===== src/rtl/lcd_pkg.sv =====
// Shared types and constants for the lcd_ctrl command feeder.
package lcd_pkg;

  localparam int unsigned ImgBytes = 36;
  localparam int unsigned WinPix   = 9;

  typedef enum logic [2:0] {
    CmdReflash = 3'd0,
    CmdLoad    = 3'd1,
    CmdRight   = 3'd2,
    CmdLeft    = 3'd3,
    CmdUp      = 3'd4,
    CmdDown    = 3'd5
  } lcd_cmd_e;

  typedef enum logic [2:0] {
    StIdle,
    StIssue,
    StStream,
    StWaitHi,
    StWaitLo
  } lcd_state_e;

  // First image-memory address of a bank; the largest bank base is 108, so 8 bits suffice.
  function automatic logic [7:0] img_base(input logic [1:0] bank);
    return 8'(bank) * 8'(ImgBytes);
  endfunction

endpackage


===== src/rtl/lcd_cmd_feeder_if.sv =====
// Host command handshake into the feeder.
interface lcd_cmd_feeder_if;
  logic       h_valid;
  logic       h_ready;
  logic [2:0] h_cmd;
  logic [1:0] h_img;

  modport master (output h_valid, output h_cmd, output h_img, input h_ready);
  modport slave  (input h_valid, input h_cmd, input h_img, output h_ready);
endinterface


===== src/rtl/lcd_cmd_fifo.sv =====
// Small synchronous FIFO holding pending host commands; emptied by reset.
module lcd_cmd_fifo #(
  parameter int unsigned Depth = 4,
  parameter int unsigned Width = 5
) (
  input  logic             clk,
  input  logic             reset,
  input  logic             push_i,
  input  logic [Width-1:0] wdata_i,
  input  logic             pop_i,
  output logic [Width-1:0] rdata_o,
  output logic             full_o,
  output logic             empty_o
);

  localparam int unsigned PtrW = $clog2(Depth);
  localparam logic [PtrW:0] FullCnt = Depth[PtrW:0];

  logic [Width-1:0] mem_q [Depth];
  logic [PtrW-1:0]  wr_ptr_q, rd_ptr_q;
  logic [PtrW:0]    count_q;
  logic             do_push, do_pop;

  assign full_o  = (count_q == FullCnt);
  assign empty_o = (count_q == '0);
  assign do_push = push_i && !full_o;
  assign do_pop  = pop_i && !empty_o;
  assign rdata_o = mem_q[rd_ptr_q];

  always_ff @(posedge clk) begin
    if (reset) begin
      wr_ptr_q <= '0;
      rd_ptr_q <= '0;
      count_q  <= '0;
    end else begin
      if (do_push) wr_ptr_q <= wr_ptr_q + 1'b1;
      if (do_pop)  rd_ptr_q <= rd_ptr_q + 1'b1;
      if (do_push && !do_pop) begin
        count_q <= count_q + 1'b1;
      end else if (do_pop && !do_push) begin
        count_q <= count_q - 1'b1;
      end
    end
  end

  always_ff @(posedge clk) begin
    if (do_push) mem_q[wr_ptr_q] <= wdata_i;
  end

endmodule


===== src/rtl/lcd_cmd_feeder.sv =====
// Issues buffered host commands to lcd_ctrl, streams Load images and checks the returned protocol.
module lcd_cmd_feeder
  import lcd_pkg::*;
#(
  parameter int unsigned FifoDepth = 4,
  parameter int unsigned HiTimeout = 4
) (
  input  logic                   clk,
  input  logic                   reset,
  lcd_cmd_feeder_if.slave        host_if,
  output logic                   img_re_o,
  output logic [7:0]             img_addr_o,
  input  logic [7:0]             img_rdata_i,
  output logic [2:0]             cmd_o,
  output logic                   cmd_valid_o,
  output logic [7:0]             datain_o,
  input  logic                   busy_i,
  input  logic                   output_valid_i,
  output logic                   done_o,
  output logic                   err_o
);

  logic [4:0] head;
  logic [2:0] head_cmd;
  logic [1:0] head_img;
  logic       fifo_full, fifo_empty, fifo_push, fifo_pop;

  lcd_state_e state_q;
  logic [2:0] cmd_q;
  logic       cmd_valid_q, img_re_q, done_q, err_q;
  logic [7:0] addr_q;
  logic [5:0] byte_cnt_q;
  logic [3:0] pix_cnt_q, pix_cnt_d;
  logic [7:0] hi_cnt_q;

  assign host_if.h_ready = !fifo_full && !reset;
  assign fifo_push       = host_if.h_valid && host_if.h_ready;
  assign fifo_pop        = (state_q == StIdle) && !fifo_empty && !busy_i;
  assign head_cmd        = head[2:0];
  assign head_img        = head[4:3];

  lcd_cmd_fifo #(
    .Depth (FifoDepth),
    .Width (5)
  ) u_fifo (
    .clk     (clk),
    .reset   (reset),
    .push_i  (fifo_push),
    .wdata_i ({host_if.h_img, host_if.h_cmd}),
    .pop_i   (fifo_pop),
    .rdata_o (head),
    .full_o  (fifo_full),
    .empty_o (fifo_empty)
  );

  always_comb begin
    pix_cnt_d = pix_cnt_q;
    if (output_valid_i && (pix_cnt_q != 4'hf)) pix_cnt_d = pix_cnt_q + 4'd1;
  end

  always_ff @(posedge clk) begin
    if (reset) begin
      state_q     <= StIdle;
      cmd_q       <= '0;
      cmd_valid_q <= 1'b0;
      img_re_q    <= 1'b0;
      addr_q      <= '0;
      done_q      <= 1'b0;
      err_q       <= 1'b0;
      byte_cnt_q  <= '0;
      pix_cnt_q   <= '0;
      hi_cnt_q    <= '0;
    end else begin
      cmd_valid_q <= 1'b0;
      done_q      <= 1'b0;
      if (output_valid_i && !(state_q inside {StStream, StWaitLo})) err_q <= 1'b1;
      unique case (state_q)
        StIdle: begin
          if (fifo_pop) begin
            if (head_cmd > 3'(CmdDown)) begin
              err_q <= 1'b1;
            end else begin
              state_q     <= StIssue;
              cmd_valid_q <= 1'b1;
              cmd_q       <= head_cmd;
              pix_cnt_q   <= '0;
              hi_cnt_q    <= '0;
              if (head_cmd == CmdLoad) begin
                img_re_q <= 1'b1;
                addr_q   <= img_base(head_img);
              end
            end
          end
        end
        StIssue: begin
          if (cmd_q == CmdLoad) begin
            state_q    <= StStream;
            byte_cnt_q <= '0;
            addr_q     <= addr_q + 8'd1;
          end else begin
            state_q <= StWaitHi;
          end
        end
        StStream: begin
          if (!busy_i) err_q <= 1'b1;
          byte_cnt_q <= byte_cnt_q + 6'd1;
          // Read-ahead ends one byte early: the last request was issued for byte 35.
          if (byte_cnt_q < 6'(ImgBytes - 2)) begin
            addr_q <= addr_q + 8'd1;
          end else begin
            img_re_q <= 1'b0;
            addr_q   <= '0;
          end
          if (byte_cnt_q == 6'(ImgBytes - 1)) state_q <= StWaitLo;
        end
        StWaitHi: begin
          if (busy_i) begin
            state_q <= StWaitLo;
          end else if (hi_cnt_q == 8'(HiTimeout - 1)) begin
            err_q   <= 1'b1;
            done_q  <= 1'b1;
            state_q <= StIdle;
          end else begin
            hi_cnt_q <= hi_cnt_q + 8'd1;
          end
        end
        StWaitLo: begin
          pix_cnt_q <= pix_cnt_d;
          if (!busy_i) begin
            done_q  <= 1'b1;
            state_q <= StIdle;
            if (pix_cnt_d != 4'(WinPix)) err_q <= 1'b1;
          end
        end
        default: state_q <= StIdle;
      endcase
    end
  end

  assign cmd_o       = cmd_q;
  assign cmd_valid_o = cmd_valid_q;
  assign img_re_o    = img_re_q;
  assign img_addr_o  = addr_q;
  assign done_o      = done_q;
  assign err_o       = err_q;
  assign datain_o    = (state_q == StStream) ? img_rdata_i : 8'd0;

endmodule


===== src/flat_wrapper.sv =====
// flat-port wrapper written by rule: the top's interface ports become plain ports
module lcd_cmd_feeder_flat import lcd_pkg::*;
#(
  parameter int unsigned FifoDepth = 4,
  parameter int unsigned HiTimeout = 4
)
  (clk, reset, img_re_o, img_addr_o, img_rdata_i, cmd_o, cmd_valid_o, datain_o, busy_i, output_valid_i, done_o, err_o, host_if_h_valid, host_if_h_cmd, host_if_h_img, host_if_h_ready);
  lcd_cmd_feeder_if host_if_i ();
  input  logic clk;
  input  logic reset;
  output logic img_re_o;
  output logic [7:0] img_addr_o;
  input  logic [7:0] img_rdata_i;
  output logic [2:0] cmd_o;
  output logic cmd_valid_o;
  output logic [7:0] datain_o;
  input  logic busy_i;
  input  logic output_valid_i;
  output logic done_o;
  output logic err_o;
  input wire logic [$bits(host_if_i.h_valid)-1:0] host_if_h_valid;
  input wire logic [$bits(host_if_i.h_cmd)-1:0] host_if_h_cmd;
  input wire logic [$bits(host_if_i.h_img)-1:0] host_if_h_img;
  output wire logic [$bits(host_if_i.h_ready)-1:0] host_if_h_ready;
  assign host_if_i.h_valid = host_if_h_valid;
  assign host_if_i.h_cmd = host_if_h_cmd;
  assign host_if_i.h_img = host_if_h_img;
  assign host_if_h_ready = host_if_i.h_ready;
  lcd_cmd_feeder #(.FifoDepth(FifoDepth), .HiTimeout(HiTimeout)) u_core (.clk(clk), .reset(reset), .host_if(host_if_i), .img_re_o(img_re_o), .img_addr_o(img_addr_o), .img_rdata_i(img_rdata_i), .cmd_o(cmd_o), .cmd_valid_o(cmd_valid_o), .datain_o(datain_o), .busy_i(busy_i), .output_valid_i(output_valid_i), .done_o(done_o), .err_o(err_o));
endmodule

===== config.mk =====
export PLATFORM = sky130hd
export DESIGN_NAME = lcd_cmd_feeder_flat
export DESIGN_NICKNAME = d
export VERILOG_FILES = /design/src/rtl/lcd_pkg.sv /design/src/rtl/lcd_cmd_feeder_if.sv /design/src/rtl/lcd_cmd_fifo.sv /design/src/rtl/lcd_cmd_feeder.sv /design/src/flat_wrapper.sv
export SDC_FILE = /design/constraint.sdc
export NUM_CORES = 1
export LEC_CHECK = 0
export CAP_MARGIN = 0
export CELL_PAD_IN_SITES_DETAIL_PLACEMENT = 1
export CELL_PAD_IN_SITES_GLOBAL_PLACEMENT = 2
export CORE_ASPECT_RATIO = 1.2
export CORE_UTILIZATION = 32
export CTS_CLUSTER_SIZE = 14
export DETAILED_ROUTE_END_ITERATION = 7
export HOLD_SLACK_MARGIN = 0.05
export PLACE_DENSITY_LB_ADDON = 0.1
export SLEW_MARGIN = 20
export SYNTH_ARGS = -nofsm -noshare
export SYNTH_HDL_FRONTEND = slang
export SYNTH_HIERARCHICAL = 1
export SYNTH_SLANG_ARGS = --single-unit

===== constraint.sdc =====
create_clock -name clk -period 2.4 [get_ports clk]
set_input_delay 0.24 -clock clk [delete_from_list [all_inputs] [get_ports clk]]
set_output_delay 0.24 -clock clk [all_outputs]
set_load 0.01 [all_outputs]

==> results of run 1 <==
[worst paths after layout]
kind,cells after the start,endpoint,from,slack [ns]
hold / removal,2,u_core/hi_cnt_q[7]$_SDFFE_PP0P_,u_core/hi_cnt_q[7]$_SDFFE_PP0P_,0.47
setup / recovery,11,u_core/u_fifo/count_q[2]$_SDFFE_PP0P_,u_core/u_fifo/count_q[2]$_SDFFE_PP0P_,0.15
hold reg to reg,2,u_core/hi_cnt_q[7]$_SDFFE_PP0P_,u_core/hi_cnt_q[7]$_SDFFE_PP0P_,0.47
setup reg to reg,11,u_core/u_fifo/count_q[2]$_SDFFE_PP0P_,u_core/u_fifo/count_q[2]$_SDFFE_PP0P_,0.15
[area by class of cell]
class	instances	area, um2	area share (%)
clock buffer	10	229	5.27
clock inverter	6	92.6	2.13
inverter	14	52.6	1.21
multi-input combinational	236	1700	39.1
sequential	65	1510	34.7
tap	126	158	3.63
timing repair buffer	67	606	13.9
[registers in the layout, summed over array words and instances, names as in the netlist, 2 cells and up, named ones only]
| name | count |
|---|---|
| u_core/u_fifo/mem_q | 20 |
| u_core/hi_cnt_q | 8 |
| u_core/img_addr_o | 8 |
| u_core/byte_cnt_q | 6 |
| u_core/pix_cnt_q | 4 |
| u_core/cmd_o | 3 |
| u_core/state_q | 3 |
| u_core/u_fifo/count_q | 3 |
| u_core/u_fifo/rd_ptr_q | 2 |
| u_core/u_fifo/wr_ptr_q | 2 |
[power groups by stage]
| stage | registers, mW | logic (mW) | clock network (mW) |
|---|---|---|---|
| after floorplan | 1.44 | 0.921 | 0 |
| after global placement | 1.44 | 1.57 | 0 |
| after detailed placement | 1.45 | 1.61 | 0 |
| after CTS | 1.43 | 1.62 | 1.47 |
| after global routing | 1.46 | 1.83 | 1.52 |
| final | 1.44 | 1.66 | 1.43 |
[cell usage after synthesis (5+ instances only)]
cell	number
a21oi_1	21
and2_1	19
clkbuf_1	11
dfxtp_1	45
edfxtp_1	20
ha_1	9
inv_1	14
mux2i_1	7
mux4_2	5
nand2_1	19
nand2b_1	6
nand3_1	10
nor2_1	20
nor3_1	13
o21ai_0	14
or3_1	6
xor2_1	5
[logic make-up (layout without fill, tap and decap cells)]
logic type      after synthesis  after routing
flops                        65             65
simple gates                122            122
mux                          12             12
compound gates               86             86
buf+inv                      29             97
fa+ha+maj                    10             10
xor+xnor                      6              6
[worst max-delay path, cell delays in order, from the launching register on]
cell     delay [ns]
dfxtp_4        0.36
nor3b_4        0.16
nor2_1         0.12
and2_1         0.14
inv_2          0.06
nor2_4         0.09
ha_2           0.19
inv_1          0.05
fa_2           0.34
xor2_1         0.16
or3_1          0.39
a21oi_2        0.11
[per-layer routing]
metal,GRT usage [%],vias to the layer above,wire length (um)
met1,21.9,1355,3910
met4,7.08,0,143
met2,29.6,28,4530
met5,0,-,0
met3,3.90,12,205
li1,-,1368,-
[timing repair]
item                                    in CTS  in global routing
hold endpoints to repair                     0                  0
endpoints found under the setup margin       0                 11
setup buffers                                0                  2
gates resized for setup                      0                 13
[metrics by stage]
stage | util [%] | std cells | worst slack [ns] | power, mW | area, um2
2_1_floorplan | - | 330 | 0.0291 | 2.36 | 3280
3_3_place_gp | 39.8 | 506 | -0.0744 | 3.02 | 3970
3_5_place_dp | 39.8 | 506 | -0.159 | 3.06 | 3970
4_1_cts | 43.0 | 522 | 0.00951 | 4.52 | 4290
5_1_grt | 43.6 | 524 | -0.00467 | 4.81 | 4340
6_report | 43.6 | 524 | 0.154 | 4.53 | 4340
==> impl_metrics.py, run 1 <==
metrics = {
    "clocking": {
        "cts_tree": "built",
        "insertion_delay_ns": 0.34,
        "cts_buffers": 9,
        "cts-root-buf": "clkbuf_16",
        "clk_path_buf_depth": 2,
        "holdBufCountCts": 0,
        "cts.sinks": 65,
        "h-tree-depth": 3,
        "clk_pin_slew_ns": 0.06,
    },
    "final_layout": {
        "final_cell_mix": "42 x dfxtp_1, 41 x clkdlybuf4s50_1, 26 x buf_4",
        "fill_cells": 1113,
        "antennaDiodeCount": 0,
        "layout.nets": 421,
        "drive_above_1_share_pct": 16.1,
        "final_common_cell": "dfxtp_1",
        "area_growth_pct": 32.5,
    },
    "global_route": {
        "grtUsageTotal_pct": 17.7,
        "antenna_found_initial": 0,
        "grt_max_degree": 38,
        "grt_pass1_vias": 2728,
        "grt_pass1_wl_um": 14300,
        "grt-ovfl-total": 0,
    },
    "floorplanning": {
        "dieHeight_um": 113,
        "core_region_area_um2": 9960,
        "die_w_um": 94.4,
        "initial_core_util_pct": 32.9,
        "design.die.area_um2": 10700,
        "io_pins": 42,
        "rows": 40,
    },
    "yosys": {
        "synth_edf_count": 20,
        "synth_mux_area_share_pct": 5.57,
        "synth_area_leader_cell": "dfxtp_1",
        "synth_top_family_by_area": "simple AND/OR/NAND/NOR gates",
        "synth_fa_ha_area_share_pct": 4.05,
        "yosys_warnings": 6,
        "synth_fp_nets": 358,
        "synth_area_um2": 3280,
        "seq_area_frac_synth_pct": 45.8,
        "ys.flop_type": "dfxtp_1",
        "ys_seq_elements": 65,
        "syn_avg_cell_area_um2": 9.93,
        "synthArstFlopShare_pct": 0,
        "synth-compound-area-share_pct": 18.5,
        "yosys.area_share.simple_pct": 21.0,
        "synth_xor_area_share_pct": 1.60,
        "synth_top_area_share_pct": 27.5,
        "synthDistinctLibCells": 66,
        "synth_area_leaders": "dfxtp_1 27%, edfxtp_1 18%, and2_1 3.6%",
        "syn_inst": 330,
    },
    "setup_path": {
        "arrival_ns": 2.51,
        "path_max_fanout": 6,
        "crit_type": "flop to flop",
        "crit_path_start_kind": "flop",
        "crit_required_ns": 2.66,
        "cp-end-kind": "flop",
    },
    "timing": {
        "fmax_mhz": 445,
        "finalCritPeriodShare_pct": 93.6,
        "period_needed_ns": 2.25,
        "hold_violations": 0,
        "relSlewSlack_pct": 28.4,
        "finalMaxSlewViolations": 0,
        "setup_tns_ns": 0,
        "setup_viol": 0,
        "worstMarginPinSlew_ns": 1.07,
        "whs_ns": 0.473,
        "finClkSkew_ns": 0.00696,
    },
    "power": {
        "clkPwrFrac_pct": 31.7,
        "ir_drop_mv": 0.431,
        "power_frac_comb_pct": 36.6,
        "p_per_area_nw_per_um2": 1040,
        "p_int_mw": 3.01,
        "pwr-share-seq_pct": 31.7,
        "p_sw_share_pct": 33.5,
        "power.switching_mw": 1.52,
        "leakage_nw": 1.55,
    },
    "drt": {
        "vias_per_cell": 5.27,
        "first_pass_iters": 4,
        "wl_per_cell_um": 16.8,
        "drc_errors": 0,
        "antenna_left": 0,
        "drtIter0Drc": 66,
        "vias": 2763,
        "drt_wl_total_um": 8800,
    },
    "hold_path": {
        "min_path_type": "flop to flop",
    },
    "flow_run": {
        "drv_cap": 0,
    },
    "outcome": {
        "status": "finished clean",
    },
    "place": {
        "portBuffers": 41,
        "dpl.hpwl_um": 6340,
        "gp_congestion": 0.708,
    },
}
(Power assumes the default switching activity.)
==> run 2, diff against run 1 <==
--- a/config.mk
+++ b/config.mk
@@ -9,7 +9,9 @@
 export CELL_PAD_IN_SITES_DETAIL_PLACEMENT = 1
 export CELL_PAD_IN_SITES_GLOBAL_PLACEMENT = 2
 export CORE_ASPECT_RATIO = 1.2
+export CORE_MARGIN = 3
 export CORE_UTILIZATION = 32
+export CTS_CLUSTER_DIAMETER = 50
 export CTS_CLUSTER_SIZE = 14
 export DETAILED_ROUTE_END_ITERATION = 7
 export HOLD_SLACK_MARGIN = 0.05
==> constraint.sdc (replaced) <==
create_clock -name clk -period 2.4 [get_ports clk]
set_input_delay 0.24 -clock clk [delete_from_list [all_inputs] [get_ports clk]]
set_output_delay 0.24 -clock clk [all_outputs]
set_load 0.05 [all_outputs]
==> run 2 against run 1 <==
Net effect: maximum frequency up 1.8%; die area up 7.9%; final area is 0.49% higher; first-iteration DRC count is 23% higher; power up 3.9%; setup slack better by 0.040 ns; largest power group unchanged.
==> impl_metrics.py, run 2 (synthesized netlist as in run 1, its figures left out) <==
metrics = {
    "setup_path": {
        "path_max_fanout": 5,
        "crit_required_ns": 2.65,
        "arrival_ns": 2.45,
        "crit_type": "flop to flop",
        "crit_path_start_kind": "flop",
        "cp-end-kind": "flop",
    },
    "timing": {
        "finalMaxSlewViolations": 0,
        "setup_viol": 0,
        "fmax_mhz": 453,
        "period_needed_ns": 2.21,
        "worstMarginPinSlew_ns": 0.982,
        "setup_slack_ns": 0.194,
        "finalCritPeriodShare_pct": 91.9,
        "relSlewSlack_pct": 34.2,
        "whs_ns": 0.476,
        "hold_violations": 0,
        "rsz0062_at_grt": "no",
        "finClkSkew_ns": 0.00944,
    },
    "global_route": {
        "antenna_found_initial": 0,
        "grt_max_degree": 23,
        "grt_pass1_wl_um": 14500,
        "grtUsageTotal_pct": 16.2,
        "grt_pass1_vias": 2824,
        "grt-ovfl-total": 0,
    },
    "drt": {
        "drt_wl_total_um": 8700,
        "wl_met2_um": 4350,
        "antenna_left": 0,
        "wl_met3_um": 234,
        "vias_per_cell": 5.36,
        "drc_errors": 0,
        "wl_met1_um": 3990,
        "drtIter0Drc": 81,
        "top_layer_used": "met4",
        "vias": 2760,
        "wl_per_cell_um": 16.9,
        "first_pass_iters": 6,
    },
    "place": {
        "gp_congestion": 0.745,
        "portBuffers": 41,
        "place_ws_ns": -0.143,
        "dpl.hpwl_um": 6330,
    },
    "final_layout": {
        "final_cell_mix": "42 x dfxtp_1, 32 x clkdlybuf4s50_1, 21 x a21oi_1, 20 x buf_4, 20 x edfxtp_1",
        "final_common_cell": "dfxtp_1",
        "antennaDiodeCount": 0,
        "layout.nets": 415,
        "top_register": "u_core/u_fifo/mem_q",
        "area_growth_pct": 33.2,
        "drive_above_1_share_pct": 16.8,
        "largest_reg_flops": 20,
    },
    "power": {
        "p_per_area_nw_per_um2": 1080,
        "power.switching_mw": 1.78,
        "power_frac_comb_pct": 39.7,
        "clkPwrFrac_pct": 29.4,
        "p_sw_share_pct": 37.9,
        "ir_drop_mv": 0.455,
        "pwr-share-seq_pct": 30.9,
        "p_int_mw": 2.92,
        "fin_total_pwr_mw": 4.71,
        "leakage_nw": 1.57,
    },
    "clocking": {
        "cts_tree": "built",
        "cts-root-buf": "clkbuf_16",
        "cts_setup_buffers": 0,
        "cts_buffers": 9,
        "clk_path_buf_depth": 2,
        "clk_pin_slew_ns": 0.06,
        "h-tree-depth": 3,
        "insertion_delay_ns": 0.34,
        "cts.sinks": 65,
    },
    "outcome": {
        "status": "finished clean",
    },
    "hold_path": {
        "min_path_type": "flop to flop",
    },
    "floorplanning": {
        "die_w_um": 98.4,
        "initial_core_util_pct": 33.6,
        "design.die.area_um2": 11500,
        "dieHeight_um": 117,
        "core_region_area_um2": 9760,
        "io_pins": 42,
        "rows": 39,
    },
    "flow_run": {
        "drv_cap": 0,
    },
}
## run 2: cell types whose count changed in the layout (fill, tap and decap cells not counted), sizes merged
cell	before	now
clkdlybuf4s50	41	32
inv	15	19
buf	26	29
clkinvlp	2	0
bufinv	2	1
clkbuf	10	9
## run 2: repair_timing
| action | CTS | global route |
|---|---|---|
| endpoints found under the setup margin | 0 | 10 |
| hold buffers | 0 | 0 |
| gates resized for setup | 0 | 3 |
## run 2: layer usage
metal | global-route usage, % | vias to the layer above
li1 | - | 1363
met1 | 19.4 | 1358
met2 | 28.3 | 29
met3 | 3.68 | 10
met4 | 6.28 | 0
met5 | 0 | -
## run 2: layout make-up
type	instances	area, um2
clock inverter	7	85.1
inverter	14	52.6
fill	1092	5400
sequential	65	1510
timing repair buffer	61	651
tap	123	154
multi-input combinational	236	1690
clock buffer	9	225
## run 2: worst paths after layout
path | start | to | slack [ns] | cells after the start
max | flop | u_core/img_addr_o[2]$_SDFFE_PP0P_ | 0.19 | 5
min | u_core/hi_cnt_q[7]$_SDFFE_PP0P_ | u_core/hi_cnt_q[7]$_SDFFE_PP0P_ | 0.48 | 2
max reg2reg | flop | u_core/img_addr_o[2]$_SDFFE_PP0P_ | 0.19 | 5
min reg2reg | u_core/hi_cnt_q[7]$_SDFFE_PP0P_ | u_core/hi_cnt_q[7]$_SDFFE_PP0P_ | 0.48 | 2
## run 2: power by group through the flow
stage	clock network [mW]	registers (mW)	logic, mW
after floorplan	0	1.60	1.03
after global placement	0	1.47	1.85
after detailed placement	0	1.47	1.88
after CTS	1.42	1.45	1.88
after global routing	1.47	1.48	2.04
final	1.38	1.45	1.87
## run 2: worst max-delay path: stages, from the launching register on
cell and delay [ns]:
dfxtp_1 0.46, mux4_2 0.63, nor4b_2 0.33, and2_1 0.28, o21ai_0 0.23, o32ai_1 0.18
## run 2: stage by stage
| stage | utilization, % | instances | area (um2) | TNS, ns |
|---|---|---|---|---|
| floorplan | - | 330 | 3290 | 0 |
| global placement | 41.4 | 499 | 4040 | -0.0911 |
| detailed placement | 41.4 | 499 | 4040 | -0.235 |
| CTS | 44.6 | 515 | 4350 | 0 |
| global route | 44.7 | 515 | 4360 | 0 |
| finish | 44.7 | 515 | 4360 | 0 |
